## src/rtl/reg_wb_arbiter.sv

```systemverilog
// Write-back arbiter: two requesters share one register-file write port.
// Grants are round-robin. The winning write is registered into a write stage,
// and the in-flight write is forwarded to both read ports.
module reg_wb_arbiter #(
    parameter int unsigned DATA_W = 32,
    parameter int unsigned ADDR_W = 5
) (
    input  logic              clk,
    input  logic              rst_n,
    input  logic              wb_stall,
    input  logic              req0_valid,
    input  logic [ADDR_W-1:0] req0_waddr,
    input  logic [DATA_W-1:0] req0_wdata,
    output logic              req0_ready,
    input  logic              req1_valid,
    input  logic [ADDR_W-1:0] req1_waddr,
    input  logic [DATA_W-1:0] req1_wdata,
    output logic              req1_ready,
    output logic              reg_wen,
    output logic [ADDR_W-1:0] reg_waddr,
    output logic [DATA_W-1:0] reg_wdata,
    input  logic [ADDR_W-1:0] rd1_addr,
    input  logic [ADDR_W-1:0] rd2_addr,
    output logic              fwd1_hit,
    output logic [DATA_W-1:0] fwd1_data,
    output logic              fwd2_hit,
    output logic [DATA_W-1:0] fwd2_data
);

    // rr_last_q holds the index of the most recent winner; 1 at reset so port 0 wins the first tie
    logic              rr_last_q, rr_last_d;
    logic              wen_q, wen_d;
    logic [ADDR_W-1:0] waddr_q, waddr_d;
    logic [DATA_W-1:0] wdata_q, wdata_d;

    logic              grant0_c, grant1_c;
    logic              xfer_c;
    logic [ADDR_W-1:0] sel_addr_c;
    logic [DATA_W-1:0] sel_data_c;

    // Round-robin grant; stall suppresses all grants
    always_comb begin
        grant0_c = 1'b0;
        grant1_c = 1'b0;
        if (!wb_stall) begin
            if (req0_valid && req1_valid) begin
                if (rr_last_q) grant0_c = 1'b1;
                else           grant1_c = 1'b1;
            end else if (req0_valid) begin
                grant0_c = 1'b1;
            end else if (req1_valid) begin
                grant1_c = 1'b1;
            end
        end
    end

    assign req0_ready = grant0_c;
    assign req1_ready = grant1_c;

    // Winning payload mux and next-state for the write stage and round-robin pointer
    always_comb begin
        xfer_c     = (req0_valid && grant0_c) || (req1_valid && grant1_c);
        sel_addr_c = grant1_c ? req1_waddr : req0_waddr;
        sel_data_c = grant1_c ? req1_wdata : req0_wdata;
        rr_last_d  = rr_last_q;
        wen_d      = 1'b0;
        waddr_d    = waddr_q;
        wdata_d    = wdata_q;
        if (xfer_c) begin
            rr_last_d = grant1_c;
            // x0 writes are accepted but never reach the register file
            wen_d     = (sel_addr_c != ADDR_W'(0));
            waddr_d   = sel_addr_c;
            wdata_d   = sel_data_c;
        end
    end

    // Write stage and round-robin state; reset clears asynchronously
    always_ff @(posedge clk or negedge rst_n) begin
        if (!rst_n) begin
            rr_last_q <= 1'b1;
            wen_q     <= 1'b0;
            waddr_q   <= '0;
            wdata_q   <= '0;
        end else begin
            rr_last_q <= rr_last_d;
            wen_q     <= wen_d;
            waddr_q   <= waddr_d;
            wdata_q   <= wdata_d;
        end
    end

    assign reg_wen   = wen_q;
    assign reg_waddr = waddr_q;
    assign reg_wdata = wdata_q;

    // Forward the in-flight write to the read ports; x0 is never forwarded
    always_comb begin
        fwd1_hit  = wen_q && (waddr_q == rd1_addr) && (rd1_addr != ADDR_W'(0));
        fwd2_hit  = wen_q && (waddr_q == rd2_addr) && (rd2_addr != ADDR_W'(0));
        fwd1_data = wdata_q;
        fwd2_data = wdata_q;
    end

endmodule

```

## config.mk

```make
export PLATFORM = sky130hd
export DESIGN_NAME = reg_wb_arbiter
export DESIGN_NICKNAME = d
export VERILOG_FILES = /design/src/rtl/reg_wb_arbiter.sv
export SDC_FILE = /design/constraint.sdc
export NUM_CORES = 1
export LEC_CHECK = 0
export BUFFER_PORTS_ARGS = -buffer_cell sky130_fd_sc_hd__buf_2
export CAP_MARGIN = 40
export CORE_ASPECT_RATIO = 1.5
export CORE_MARGIN = 5
export CORE_UTILIZATION = 30
export DETAILED_ROUTE_END_ITERATION = 16
export GPL_TIMING_DRIVEN = 0
export HOLD_SLACK_MARGIN = 0.05
export PLACE_DENSITY = 0.71
export SYNTH_ARGS = -nofsm -noshare
export SYNTH_HDL_FRONTEND = slang
export SYNTH_SLANG_ARGS = --single-unit
```

## constraint.sdc

```tcl
create_clock -name clk -period 3.03 [get_ports clk]
set_input_delay 0.909 -clock clk [delete_from_list [all_inputs] [get_ports clk]]
set_output_delay 0.909 -clock clk [all_outputs]
set_load 0.1 [all_outputs]
```

==> flow_summary.ini, run 1 <==
[global_route]
grt_pass1_vias = 3274
grt.total_usage_pct = 18.0
overflow = 0
grt_start_max_net_pins = 23
antenna_found_initial = 0
grt_pass1_wl_um = 15900

[layout]
diodes = 0
synthToLayoutAreaGrowth_pct = 48.3
layout_commonest_cell = buf_2
drive_above_1_share_pct = 54.9
fin_area_um2 = 4020
nFillCells = 912
final_cell_mix = buf_2, buf_4, dfrtp_1
fin_nets = 607

[flow_run]
cap_violations = 0

[setup_path]
worstSetupPathType = register to output pin
worstRegToRegCells = 5
crit_fanout = 10
crit_arrival_ns = 2.04
required_ns = 2.12
critPathLaunchType = register
cp-end-kind = output pin

[route]
drt-total-wl_um = 10100
antenna_left = 0
dr.pass1.iters = 4
viasPerCell = 4.97
vias = 3124
drc = 0
routedWlPerCell_um = 16.1
first_iter_violations = 74

[power_and_ir_drop]
finalPower_mw = 3.37
ir_drop_mv = 0.509
power_leakage_nw = 1.89
power_density_nw_per_um2 = 837

[floorplan]
rows = 42
start_util_pct = 30.7
core_region_area_um2 = 8830
die_area_um2 = 11100
die_w_um = 87.7
chipHeight_um = 126
ios = 195

[sta]
max_freq_mhz = 340
maxSlewViolCount = 0
tightest_slew_ns = 0.497
setup_viol = 0
whs_ns = 0.585
finalCriticalPeriod_ns = 2.94
fin_crit_sh_pct = 97.2
skew_ns = 0.00390
rsz0062_at_grt = false
worst_slack_ns = 0.0857
relSlewSlack_pct = 66.9
final_hold_viol_count = 0

[placement]
dpl_cell_area_um2 = 3860
gp_routability_congestion = 0.802
hpwl_um = 8090
io_buffers = 194
place_ws_ns = 0.00814

[logic_synthesis]
synth_nets = 405
netlist_instances = 316
ys_seq_elements = 39
yosysWarnings = 0
yosysUniqueCellTypes = 27
synth.avg_cell_area_um2 = 8.59
syn_area_um2 = 2710
synth-seq-area-share_pct = 36.0

[cts]
path_clk_slew_ns = 0.06
ctsHtreeMaxLevel = 2
cts_tree = built
cts_setup_buffers = 0
cts-resized-gates = 0
clock-root-buffer = clkbuf_16
holdBufCountCts = 0
clock-sinks = 39
numCtsBuffers = 5
clock_latency_ns = 0.28
clk_path_buf_depth = 2

[min_path]
hold_path.class = input port to asynchronous set/reset pin

[run_status]
status = complete, no violations
==> logic make-up (layout without fill, tap and decap cells) <==
family	count (synthesis)	count (layout)	share of synthesized area [%]
AND/OR/NAND/NOR	53	53	8.76
flip-flops	39	39	36.0
AO/OA/AOI/OAI	118	118	29.1
buffers and inverters	98	301	23.6
XOR/XNOR	8	8	2.58
==> layer usage <==
metal / GRT usage [%] / wire length, um / up-vias
li1: - / - / 1511
met1: 19.5 / 3600 / 1460
met2: 33.3 / 5520 / 136
met3: 3.18 / 739 / 17
met4: 7.23 / 245 / 0
met5: 0 / 0 / -
==> critical path, cell delays in order (launching register included) <==
cell and delay, ns:
dfstp_2 0.53, inv_2 0.04, buf_2 0.19, clkbuf_1 0.26, a211oi_2 0.27, buf_2 0.46
==> synth_stat cells <==
master | instances | area share (%)
o21ai_0 | 22 | 4.1
and2_4 | 1 | 0.32
xor2_1 | 6 | 1.9
o311a_1 | 1 | 0.37
o2111ai_1 | 37 | 12
or4_1 | 2 | 0.55
xnor2_1 | 2 | 0.65
and4_1 | 2 | 0.65
dfrtp_1 | 38 | 35
nor3_1 | 3 | 0.55
buf_1 | 5 | 0.69
o21ai_1 | 18 | 3.3
or2_2 | 2 | 0.46
a31oi_1 | 37 | 8.5
clkbuf_1 | 19 | 2.6
buf_4 | 65 | 18
dfstp_2 | 1 | 0.97
nand2b_1 | 1 | 0.23
buf_2 | 4 | 0.74
o21ba_2 | 1 | 0.37
nor2_1 | 38 | 5.3
nor4_1 | 2 | 0.46
o22ai_1 | 1 | 0.23
nand2_1 | 2 | 0.28
inv_2 | 3 | 0.41
buf_8 | 2 | 1.1
a211oi_1 | 1 | 0.28
==> per-stage QoR <==
step / util [%] / std cells / TNS [ns]
3_3_place_gp: 43.4 / 620 / 0
6_report: 45.6 / 629 / 0
3_5_place_dp: 43.7 / 621 / 0
2_1_floorplan: - / 316 / -0.274
5_1_grt: 45.6 / 629 / 0
4_1_cts: 45.5 / 629 / 0
==> layout make-up <==
| cell class | count | area, um2 | share of cell area (%) |
|---|---|---|---|
| Sequential cell | 39 | 977 | 24.3 |
| Timing Repair Buffer | 195 | 1010 | 25.0 |
| Clock buffer | 8 | 156 | 3.89 |
| Buffer | 95 | 628 | 15.6 |
| Inverter | 3 | 11.3 | 0.280 |
| Tap cell | 110 | 138 | 3.42 |
| Multi-Input combinational cell | 179 | 1110 | 27.5 |
==> sequential cells by signal, summed over array words and instances, names as in the netlist <==
| signal | count |
|---|---|
| reg_waddr | 5 |
| reg_wen | 1 |
| rr_last_q | 1 |
| fwd1_data | 32 |
==> path summary, 6_finish.rpt <==
kind | from | end | slack, ns
worst max-delay path | rr_last_q | req0_ready | 0.09
worst min-delay path | rst_n | fwd1_data[13] | 0.59
worst max register to register | rr_last_q | fwd1_data[7] | 1.49
worst min register to register | fwd1_data[19] | fwd1_data[19] | 0.59
max in group asynchronous | rst_n | reg_wen | 1.97
min in group clk | fwd1_data[19] | fwd1_data[19] | 0.59
==> report_power, final <==
| part | switching (mW) | internal (mW) |
|---|---|---|
| registers | 0.0818 | 0.595 |
| clock network | 0.202 | 0.350 |
| logic | 1.74 | 0.400 |
| total | 2.02 | 1.34 |
(Power assumes the default switching activity.)
==> run 2: changes to the inputs <==
Clock period 3.03 ns to 3.7 ns, I/O delays scaled along.
==> flow_summary.ini, run 2 (synthesis gave the netlist of run 1 again) <==
[cts]
clock_latency_ns = 0.28
clock-root-buffer = clkbuf_16
cts_tree = built
cts-resized-gates = 0
clock-sinks = 39
holdBufCountCts = 0
ctsHtreeMaxLevel = 2
path_clk_slew_ns = 0.06
clk_path_buf_depth = 2
numCtsBuffers = 5
cts_setup_buffers = 0

[route]
drc = 0
vias = 3117
antenna_left = 0
first_iter_violations = 121
routedWlPerCell_um = 16.0
drt-total-wl_um = 10100
viasPerCell = 4.96
dr.pass1.iters = 4

[sta]
finalCriticalPeriod_ns = 3.42
setup_viol = 0
tightest_slew_ns = 0.516
rsz0062_at_grt = false
worst_slack_ns = 0.276
whs_ns = 0.581
relSlewSlack_pct = 65.6
max_freq_mhz = 292
final_hold_viol_count = 0
skew_ns = 0.00189
maxSlewViolCount = 0
fin_crit_sh_pct = 92.5

[layout]
final_cells = 629
fin_nets = 607
drive_above_1_share_pct = 54.3
largest_reg_flops = 32
diodes = 0
final_cell_mix = buf_2, buf_4, dfrtp_1
fin_area_um2 = 3990
layout_commonest_cell = buf_2
synthToLayoutAreaGrowth_pct = 46.9

[setup_path]
cpMostUsedCell = buf_2
path_cells = buf_2 -> nand2b_1 -> clkbuf_1 -> nor2_2 -> buf_2
required_ns = 2.59
critPathSlowestCell = buf_2
worstSetupPathType = input port to output pin
slowest_delay_ns = 0.43
crit_arrival_ns = 2.31
crit_fanout = 10
critPathLaunchType = input port
cp-end-kind = output pin

[global_route]
globalRouteMet1Util_pct = 20.4
grt.total_usage_pct = 17.8
overflow = 0
grt_pass1_wl_um = 15900
grt_pass1_vias = 3215
antenna_found_initial = 0
grt_busiest_layer = met2
grt_util_met3_pct = 2.08
grt_start_max_net_pins = 38
met2_usage_pct = 33.4

[power_and_ir_drop]
ir_drop_mv = 0.419
power_leakage_nw = 1.88
power_density_nw_per_um2 = 682

[floorplan]
chipHeight_um = 126
ios = 195
die_w_um = 87.7
rows = 42
start_util_pct = 30.7
core_region_area_um2 = 8830
die_area_um2 = 11100

[placement]
gp_routability_congestion = 0.780
placed_cells = 621
place_ws_ns = 0.243
hpwl_um = 7970
io_buffers = 194
dpl_cell_area_um2 = 3850

[min_path]
hold_path.class = register to register

[run_status]
status = complete, no violations

[flow_run]
cap_violations = 0
-- run 2: worst max-delay path: cells and delay by family --
kind | cells | cell delay (ns)
buffers and inverters | 3 | 0.83
and+or+nand+nor | 2 | 0.37
-- run 2: report_power, final --
| group | internal [mW] | leakage [nW] | switching [mW] | total, mW |
|---|---|---|---|---|
| sequential | 0.487 | 0.437 | 0.0678 | 0.555 |
| combinational | 0.326 | 1.38 | 1.42 | 1.75 |
| clock | 0.249 | 0.0679 | 0.167 | 0.416 |
-- run 2: per-layer routing --
layer	wire, um	part of all wire, %
met5	0	0
met4	183	1.8
met3	570	5.7
met2	5460	54
met1	3860	38
-- run 2: metrics by stage --
stage | power [mW] | utilization [%] | setup TNS, ns
after detailed placement | 2.32 | 43.6 | 0
after CTS | 2.74 | 45.2 | 0
after global placement | 2.30 | 43.4 | 0
after global routing | 2.82 | 45.2 | 0
final | 2.72 | 45.2 | 0
after floorplan | 2.04 | - | -0.00556
-- run 2: worst paths after layout --
kind / cells after the start / slack, ns / endpoint / start
worst max register to register: 5 / 2.16 / fwd1_data[6] / rr_last_q
max in group asynchronous: 2 / 2.62 / rr_last_q / rst_n
worst min-delay path: 2 / 0.58 / fwd1_data[27] / fwd1_data[27]
worst max-delay path: 5 / 0.28 / req1_ready / wb_stall
worst min register to register: 2 / 0.58 / fwd1_data[27] / fwd1_data[27]
min in group asynchronous: 1 / 0.63 / fwd1_data[13] / rst_n
-- run 2: cell type report --
cell class	count	area, um2
repair buffers	195	991
plain buffers	95	628
well taps	110	138
fillers	922	4840
multi-input cells	179	1100
flip-flops and latches	39	977
clock buffers	7	133
inverters	3	11.3
clock inverters	1	5.00
==> run 3: changes to the inputs <==
Settings changed: CORE_UTILIZATION 30 to 45, PLACE_DENSITY 0.71 to 0.95.
==> flow_summary.ini, run 3 (synthesis gave the netlist of run 1 again) <==
[setup_path]
worstRegToRegCells = 5
critPathSlowestCell = buf_2
r2r-start = rr_last_q
worstSetupPathType = input port to output pin
crit_arrival_ns = 2.34
r2r_end = fwd1_data[8]
crit_fanout = 10
cpMostUsedCell = buf_2
crit_family = buffers and inverters
path_buf_inv = 3
critPathLaunchType = input port
cp-end-kind = output pin
required_ns = 2.59
slowest_delay_ns = 0.44
path_cells = buf_2 -> nand2b_1 -> clkbuf_1 -> nor2_2 -> buf_2
reg2reg_slack_ns = 2.19

[placement]
hpwl_um = 7740
io_buffers = 194
gp_routability_congestion = 0.779
placed_cells = 583
place_ws_ns = 0.248
dpl_cell_area_um2 = 3810

[global_route]
grt_busiest_layer = met2
met2_usage_pct = 44.8
grt.total_usage_pct = 24.3
grt_start_max_net_pins = 22
overflow = 0
grt_pass1_wl_um = 15000
grt_pass1_vias = 3133
grt_util_met3_pct = 3.75
antenna_found_initial = 0
globalRouteMet1Util_pct = 27.2

[route]
drt-total-wl_um = 9540
first_iter_violations = 210
drc = 0
viasPerCell = 5.34
vias = 3157
routedWlPerCell_um = 16.1
antenna_left = 0
dr.pass1.iters = 4

[power_and_ir_drop]
power_leakage_nw = 1.87
finalPower_mw = 2.62
power_density_nw_per_um2 = 670
ir_drop_mv = 0.586

[floorplan]
rows = 34
core_region_area_um2 = 5830
ios = 195
start_util_pct = 46.6
chipHeight_um = 105
die_area_um2 = 7720
die_w_um = 73.4

[layout]
nFillCells = 497
finish.utilization_pct = 67.1
diodes = 0
fin_nets = 607
final_cells = 591
fin_area_um2 = 3910
drive_above_1_share_pct = 54.5
final_cell_mix = buf_2, buf_4, dfrtp_1
layout_commonest_cell = buf_2
largest_reg_flops = 32
synthToLayoutAreaGrowth_pct = 44.1

[cts]
clock_latency_ns = 0.28
path_clk_slew_ns = 0.07
ctsHtreeMaxLevel = 2
cts_tree = built
clock-root-buffer = clkbuf_8
cts-resized-gates = 0
clock-sinks = 39
clk_path_buf_depth = 2
numCtsBuffers = 5
cts_setup_buffers = 0
holdBufCountCts = 0

[sta]
rsz0062_at_grt = false
finalCriticalPeriod_ns = 3.45
maxSlewViolCount = 0
final.setup.tns_ns = 0
relSlewSlack_pct = 65.3
fin_crit_sh_pct = 93.4
final_hold_viol_count = 0
worst_slack_ns = 0.245
max_freq_mhz = 289
tightest_slew_ns = 0.520
skew_ns = 0.00450
whs_ns = 0.586
setup_viol = 0

[min_path]
hold_path.class = register to register
min_to = fwd1_data[28]
holdPathStages = 2
worstHoldStart = fwd1_data[28]

[run_status]
status = complete, no violations

[flow_run]
cap_violations = 0
-- run 3: cell types whose count changed in the layout (fill, tap and decap cells not counted), sizes merged --
cell,delta
clkbuf,+1
clkinv,-1
-- run 3: cell type report --
type / instances / area (um2) / share of cell area (%)
well taps: 72 / 90.1 / 2.30
inverters: 3 / 11.3 / 0.288
multi-input cells: 179 / 1100 / 28.3
repair buffers: 195 / 998 / 25.5
clock buffers: 8 / 100 / 2.56
flip-flops and latches: 39 / 977 / 25.0
plain buffers: 95 / 628 / 16.1
-- run 3: how the worst max path moves through the flow --
stage                           from          to  slack (ns)  cells after the start
after floorplan           req1_valid  req0_ready      -0.006                      2
after global placement      wb_stall  req1_ready        0.31                      5
after detailed placement    wb_stall  req1_ready        0.25                      5
after CTS                   wb_stall  req1_ready        0.24                      5
after global routing        wb_stall  req1_ready        0.15                      5
final                       wb_stall  req1_ready        0.25                      5
-- run 3: layer usage --
metal	vias up	part of all wire [%]
met3	19	7.0
li1	1518	-
met4	0	2.8
met2	152	54
met5	-	0
met1	1468	36
-- run 3: worst register-to-register path, stage by stage, from the launching register on --
cell       delay, ns
dfstp_2         0.54
inv_2           0.04
buf_2           0.17
clkbuf_1        0.26
o2111ai_1       0.26
a31oi_1         0.10
-- run 3: power by group --
part / internal [mW] / total [mW] / switching [mW] / leakage [nW]
logic: 0.327 / 1.75 / 1.42 / 1.38
registers: 0.486 / 0.555 / 0.0684 / 0.437
clock network: 0.170 / 0.313 / 0.143 / 0.0515
total: 0.983 / 2.62 / 1.64 / 1.87
